File: src/rtl/alu_wb_pkg.sv
// alu_wb_pkg: shared CPU definitions for the ALU write-back block.
// Holds the default tag-FIFO depth and register-index width, the layout of
// a write-back tag {reg, wr, wf}, and the condition-code bit positions.
package alu_wb_pkg;

    localparam int DEPTH_DEF = 4;   // outstanding ALU ops tracked
    localparam int RW_DEF    = 5;   // register-index width

    // Tag layout: {reg[RW-1:0], wr, wf}; the two control bits sit at the bottom.
    localparam int TAG_CTRL_W = 2;
    localparam int TAG_WR_BIT = 1;
    localparam int TAG_WF_BIT = 0;

    // Condition-code bit positions within a 4-bit flags word.
    localparam int FLAG_V = 3;
    localparam int FLAG_N = 2;
    localparam int FLAG_C = 1;
    localparam int FLAG_Z = 0;

    function automatic int tag_width(input int rw);
        return rw + TAG_CTRL_W;
    endfunction

endpackage

File: src/rtl/wb_tagfifo.sv
// wb_tagfifo: synchronous in-order tag FIFO with registered occupancy count.
// Ports:
//   i_clk, i_rst      clock, synchronous active-high reset
//   i_flush           empty the FIFO this cycle (overrides push/pop)
//   i_push, i_push_data  enqueue; caller only pushes when not full or popping
//   i_pop             dequeue head; caller only pops when not empty
//   o_head            current head entry (combinational read)
//   o_count           entries held, log2(DEPTH)+1 bits
//   o_full, o_empty   occupancy flags derived from o_count
module wb_tagfifo #(
    parameter int DEPTH = 4,
    parameter int W     = 7
) (
    input  logic                     i_clk,
    input  logic                     i_rst,
    input  logic                     i_flush,
    input  logic                     i_push,
    input  logic [W-1:0]             i_push_data,
    input  logic                     i_pop,
    output logic [W-1:0]             o_head,
    output logic [$clog2(DEPTH):0]   o_count,
    output logic                     o_full,
    output logic                     o_empty
);
    localparam int AW = $clog2(DEPTH);

    logic [W-1:0]  mem [DEPTH];
    logic [AW-1:0] wr_ptr;
    logic [AW-1:0] rd_ptr;

    // Pointers wrap naturally modulo DEPTH because DEPTH is a power of two.
    always_ff @(posedge i_clk) begin
        if (i_rst || i_flush) begin
            wr_ptr  <= '0;
            rd_ptr  <= '0;
            o_count <= '0;
        end else begin
            if (i_push) wr_ptr <= wr_ptr + AW'(1);
            if (i_pop)  rd_ptr <= rd_ptr + AW'(1);
            case ({i_push, i_pop})
                2'b10:   o_count <= o_count + (AW+1)'(1);
                2'b01:   o_count <= o_count - (AW+1)'(1);
                default: o_count <= o_count;
            endcase
        end
    end

    // Storage carries no reset; entries are only read while counted valid.
    always_ff @(posedge i_clk) begin
        if (i_push && !i_flush && !i_rst) mem[wr_ptr] <= i_push_data;
    end

    assign o_head  = mem[rd_ptr];
    assign o_full  = (o_count == (AW+1)'(DEPTH));
    assign o_empty = (o_count == '0);

endmodule

File: src/rtl/alu_wb.sv
// alu_wb: ALU result write-back sequencer.
// Tracks the destination of every op issued to the ALU in an in-order tag
// FIFO and, when the ALU reports a result, produces registered register-file
// and condition-code writes for the oldest outstanding op. A pipeline flush
// turns every tag still in flight into a "discard" credit so that results
// already in the ALU are swallowed without writing anything.
// Ports:
//   i_clk, i_rst                  clock, synchronous active-high reset
//   i_issue, i_issue_reg/wr/wf    op issued to the ALU and its tag
//   i_clear                       pipeline flush
//   i_valid, i_c, i_f             ALU result strobe, data and flags {V,N,C,Z}
//   o_stall                       upstream must not issue (combinational)
//   o_wr_en/o_wr_reg/o_wr_data    register-file write port (registered)
//   o_flags_en/o_flags            condition-code write port (registered)
//   o_pending                     any tag outstanding, queued or discarded
//   o_err                         sticky protocol error
//
// Handshake: there is no ready on the result side. o_stall is the only
// back-pressure: upstream issues only while o_stall is low. An issue into a
// full FIFO without a same-cycle pop, or a result with nothing outstanding,
// is a protocol violation, is dropped, and sets o_err until reset.
module alu_wb
    import alu_wb_pkg::*;
#(
    parameter int DEPTH = DEPTH_DEF,
    parameter int RW    = RW_DEF
) (
    input  logic          i_clk,
    input  logic          i_rst,
    input  logic          i_issue,
    input  logic [RW-1:0] i_issue_reg,
    input  logic          i_issue_wr,
    input  logic          i_issue_wf,
    input  logic          i_clear,
    input  logic          i_valid,
    input  logic [31:0]   i_c,
    input  logic [3:0]    i_f,
    output logic          o_stall,
    output logic          o_wr_en,
    output logic [RW-1:0] o_wr_reg,
    output logic [31:0]   o_wr_data,
    output logic          o_flags_en,
    output logic [3:0]    o_flags,
    output logic          o_pending,
    output logic          o_err
);
    localparam int AW = $clog2(DEPTH);
    localparam int CW = AW + 1;
    localparam int TW = tag_width(RW);

    logic [CW-1:0] count;
    logic          full;
    logic          empty;
    logic [TW-1:0] head;

    logic [CW-1:0] discard;
    logic [CW-1:0] disc_next;
    logic [CW:0]   disc_sum;
    logic [CW:0]   occupancy;

    logic disc_zero;
    logic pop_ok;
    logic disc_dec;
    logic push;
    logic issue_ovf;
    logic orphan;

    assign disc_zero = (discard == '0);
    // A result belongs to a queued tag only once all discard credits are used.
    assign pop_ok    = i_valid && disc_zero && !empty;
    assign disc_dec  = i_valid && !disc_zero;
    // A same-cycle pop frees the slot, so a full FIFO still accepts the issue.
    assign push      = i_issue && !i_clear && (!full || pop_ok);
    assign issue_ovf = i_issue && !i_clear && full && !pop_ok;
    assign orphan    = i_valid && disc_zero && empty;

    wb_tagfifo #(
        .DEPTH (DEPTH),
        .W     (TW)
    ) u_tagfifo (
        .i_clk       (i_clk),
        .i_rst       (i_rst),
        .i_flush     (i_clear),
        .i_push      (push),
        .i_push_data ({i_issue_reg, i_issue_wr, i_issue_wf}),
        .i_pop       (pop_ok),
        .o_head      (head),
        .o_count     (count),
        .o_full      (full),
        .o_empty     (empty)
    );

    // On a flush every tag left after this cycle's pop becomes a discard
    // credit; a result arriving in the same cycle still consumes one credit
    // or pops first. The sum saturates if upstream ignores o_stall.
    always_comb begin
        disc_sum = {1'b0, discard};
        if (disc_dec) disc_sum = disc_sum - (CW+1)'(1);
        if (i_clear)  disc_sum = disc_sum + {1'b0, count} - (CW+1)'(pop_ok);
        disc_next = disc_sum[CW] ? '1 : disc_sum[CW-1:0];
    end

    assign occupancy = {1'b0, count} + {1'b0, discard};
    assign o_stall   = (occupancy >= (CW+1)'(DEPTH));
    assign o_pending = !empty || !disc_zero;

    always_ff @(posedge i_clk) begin
        if (i_rst) begin
            discard    <= '0;
            o_err      <= 1'b0;
            o_wr_en    <= 1'b0;
            o_flags_en <= 1'b0;
            o_wr_reg   <= '0;
            o_wr_data  <= '0;
            o_flags    <= '0;
        end else begin
            discard    <= disc_next;
            o_err      <= o_err || issue_ovf || orphan;
            o_wr_en    <= pop_ok && head[TAG_WR_BIT];
            o_flags_en <= pop_ok && head[TAG_WF_BIT];
            if (pop_ok) begin
                o_wr_reg  <= head[TW-1:TAG_CTRL_W];
                o_wr_data <= i_c;
                o_flags   <= {i_f[FLAG_V], i_f[FLAG_N], i_f[FLAG_C], i_f[FLAG_Z]};
            end
        end
    end

endmodule

File: config.mk
export PLATFORM = sky130hd
export DESIGN_NAME = alu_wb
export DESIGN_NICKNAME = d
export VERILOG_FILES = /design/src/rtl/alu_wb_pkg.sv /design/src/rtl/wb_tagfifo.sv /design/src/rtl/alu_wb.sv
export SDC_FILE = /design/constraint.sdc
export NUM_CORES = 1
export LEC_CHECK = 0
export CAP_MARGIN = 0
export CORE_MARGIN = 2
export CORE_UTILIZATION = 51
export DETAILED_ROUTE_END_ITERATION = 8
export PLACE_DENSITY = 0.9
export SYNTH_ARGS = -nofsm -noshare
export SYNTH_HDL_FRONTEND = slang
export SYNTH_HIERARCHICAL = 1
export SYNTH_SLANG_ARGS = --single-unit
File: constraint.sdc
create_clock -name i_clk -period 8.5 [get_ports i_clk]
set_clock_uncertainty 0.05 [all_clocks]
set_input_delay 2.125 -clock i_clk [delete_from_list [all_inputs] [get_ports i_clk]]
set_output_delay 2.125 -clock i_clk [all_outputs]
set_load 0.05 [all_outputs]
==> flow_metrics.py <==
metrics = {
    "route": {
        "via_per_inst": 5.28,
        "drt-initial-drc-count": 118,
        "num_vias": 2610,
        "drt-wirelength-per-cell_um": 14.7,
        "drcViolationCount": 0,
        "detail-route-antenna-nets": 0,
        "drt_wl_total_mm": 7.28,
        "first_pass_iters": 4,
    },
    "clock_tree": {
        "cts_buffers": 9,
        "path_clk_slew_ns": 0.08,
        "ctsResizeCount": 0,
        "htreeDepth": 3,
        "clkSinkCount": 84,
        "clockRootBuffer": "clkbuf_8",
        "clk_path_buf_depth": 2,
        "cts_hold_buf": 0,
        "tritoncts": "done",
        "cts_setup_buffers": 0,
        "clk_latency_ns": 0.34,
    },
    "layout": {
        "n_antenna_cell": 0,
        "layout_common_cells": "92 x clkdlybuf4s50_1, 85 x nand2_1, 56 x dfxtp_1",
        "largest_reg_flops": 32,
        "area_growth_pct": 32.4,
        "layout_commonest_cell": "clkdlybuf4s50_1",
        "final_nets": 477,
        "n_fill_cell": 450,
        "layout-drive-gt1-share_pct": 7.19,
    },
    "setup_path": {
        "slowest_delay_ns": 0.77,
        "crit_type": "in2reg",
        "crit_arrival_ns": 5.69,
        "cp_slowest_cell": "inv_2",
        "crit_top_cell": "ha_1",
        "worstPathRequired_ns": 8.70,
        "crit_fanout": 46,
        "path_buf_inv": 3,
        "crit_chain": "clkdlybuf4s50_1, nor2b_2, nand3b_4, inv_2, ha_1, inv_1, ha_1, a21o_1, a21oi_1, xnor3_1, a221oi_2",
        "start_kind": "primary input",
        "worstSetupEndpointType": "register",
        "path_delay_family": "buffers and inverters",
    },
    "floorplan": {
        "ios": 94,
        "coreArea_mm2": 0.00642,
        "die_h_um": 86.0,
        "fp-row-count": 29,
        "die_x_um": 86.0,
        "die-area_mm2": 0.00739,
        "initial_core_util_pct": 53.3,
    },
    "yosys": {
        "ys_warn_count": 6,
        "synth-async-reset-ratio_pct": 0,
        "synth_top_area_cell": "dfxtp_1",
        "yosysSeqAreaShare_pct": 57.3,
        "avgSynthCellArea_um2": 10.6,
        "syn_nets": 389,
        "ys_ff_latch": 84,
        "synth_cells": 324,
        "synth_area_leaders": "dfxtp_1 33%, edfxtp_1 25%, nand2_1 9.3%",
        "synth_top_area_share_pct": 32.7,
        "synth_area_mm2": 0.00343,
        "synth_edf_count": 28,
        "yosysUniqueCellTypes": 38,
        "synth_ff_type": "dfxtp_1",
    },
    "sta": {
        "tightest_slew_ns": 0.888,
        "layout_min_cycle_time_ns": 5.48,
        "period_share_pct": 64.5,
        "layout_setup_ws_ns": 3.02,
        "relSlewSlack_pct": 40.8,
        "max_freq_ghz": 0.182,
        "worst_hold_slack_ns": 0.404,
        "setup-tns-final_ns": 0,
        "rsz0062_at_grt": "false",
        "hold_viol_final": 0,
        "drv_slew": 0,
        "setup_viol": 0,
    },
    "placement": {
        "gp_congestion": 0.815,
        "dpl.hpwl_mm": 5.10,
        "portBuffers": 93,
        "dp_slack_ns": 2.68,
    },
    "pwr": {
        "leakage_nw": 1.60,
        "ir_drop_mv": 0.145,
        "power_uw": 944,
        "p_per_area_mw_per_mm2": 208,
    },
    "global_routing": {
        "met3_usage_pct": 7.22,
        "busiest_layer": "met2",
        "gr-usage-all-layers_pct": 19.8,
        "met2_usage_pct": 33.4,
        "grt_remaining_overflow": 0,
        "grt_max_degree": 50,
        "grt_pass1_wl_mm": 11.3,
        "grt_util_met1_pct": 23.3,
        "grt_pass1_vias": 2524,
        "grt_antenna_before_repair": 0,
    },
    "run": {
        "cap_violations": 0,
    },
    "hold_path": {
        "holdCritPathClass": "reg2reg",
    },
    "status": {
        "status": "completed",
    },
}
[through the flow]
stage                     utilization (%)  cell area, um2  instances
after global placement               68.0            4370        478
after CTS                            70.6            4540        494
after floorplan                         -            3430        324
after detailed placement             68.0            4370        478
final                                70.6            4540        494
after global routing                 70.6            4540        494
[synthesized netlist by cell type, types with 3 or more instances]
library cell	number
and3_1	5
mux4_2	7
xor2_1	4
a21oi_1	47
edfxtp_1	28
nand2_1	85
inv_1	17
ha_1	15
clkbuf_1	11
dfxtp_1	56
xnor2_1	3
nor2_1	10
buf_4	4
[worst paths after layout]
kind | start | end | slack (ns) | cells past startpoint
setup / recovery | i_valid | discard[1]$_SDFF_PP0_ | 3.02 | 11
hold / removal | o_wr_data[17]$_SDFFE_PP0P_ | o_wr_data[17]$_SDFFE_PP0P_ | 0.40 | 2
setup reg to reg | discard[0]$_SDFF_PP0_ | discard[1]$_SDFF_PP0_ | 4.77 | 11
hold reg to reg | o_wr_data[17]$_SDFFE_PP0P_ | o_wr_data[17]$_SDFFE_PP0P_ | 0.40 | 2
[area by class of cell]
class	instances	area [um2]	area share [%]
sequential	84	1960	43.2
multi-input combinational	206	1310	29.0
timing repair buffer	93	926	20.4
clock buffer	12	145	3.20
tap	77	96.3	2.12
inverter	18	67.6	1.49
clock inverter	4	26.3	0.579
[report_power, final]
part,internal (mW),switching [mW]
registers,0.428,0.0118
clock network,0.114,0.132
logic,0.114,0.144
[kinds of logic after synthesis]
kind of cell	count (synthesis)	synth area share (%)
AND/OR/NAND/NOR	116	14.9
AO/OA/AOI/OAI	55	8.84
adder cells (fa/ha/maj)	17	6.65
buffers and inverters	34	4.38
XOR/XNOR	8	2.45
multiplexers	10	5.51
flip-flops	84	57.3
[worst min-delay path, cell delays in order, from the launching register on]
cell and delay (ns):
dfxtp_1 0.31, nand2_1 0.05, a21oi_1 0.05
[routing by layer]
metal / wire (um) / vias to the layer above / part of all wire [%]
met3: 532 / 12 / 7.3
met4: 104 / 0 / 1.4
met2: 3690 / 93 / 51
met1: 2950 / 1239 / 41
li1: - / 1266 / -
met5: 0 / - / 0
No activity file was read; power rests on OpenSTA's default activity.
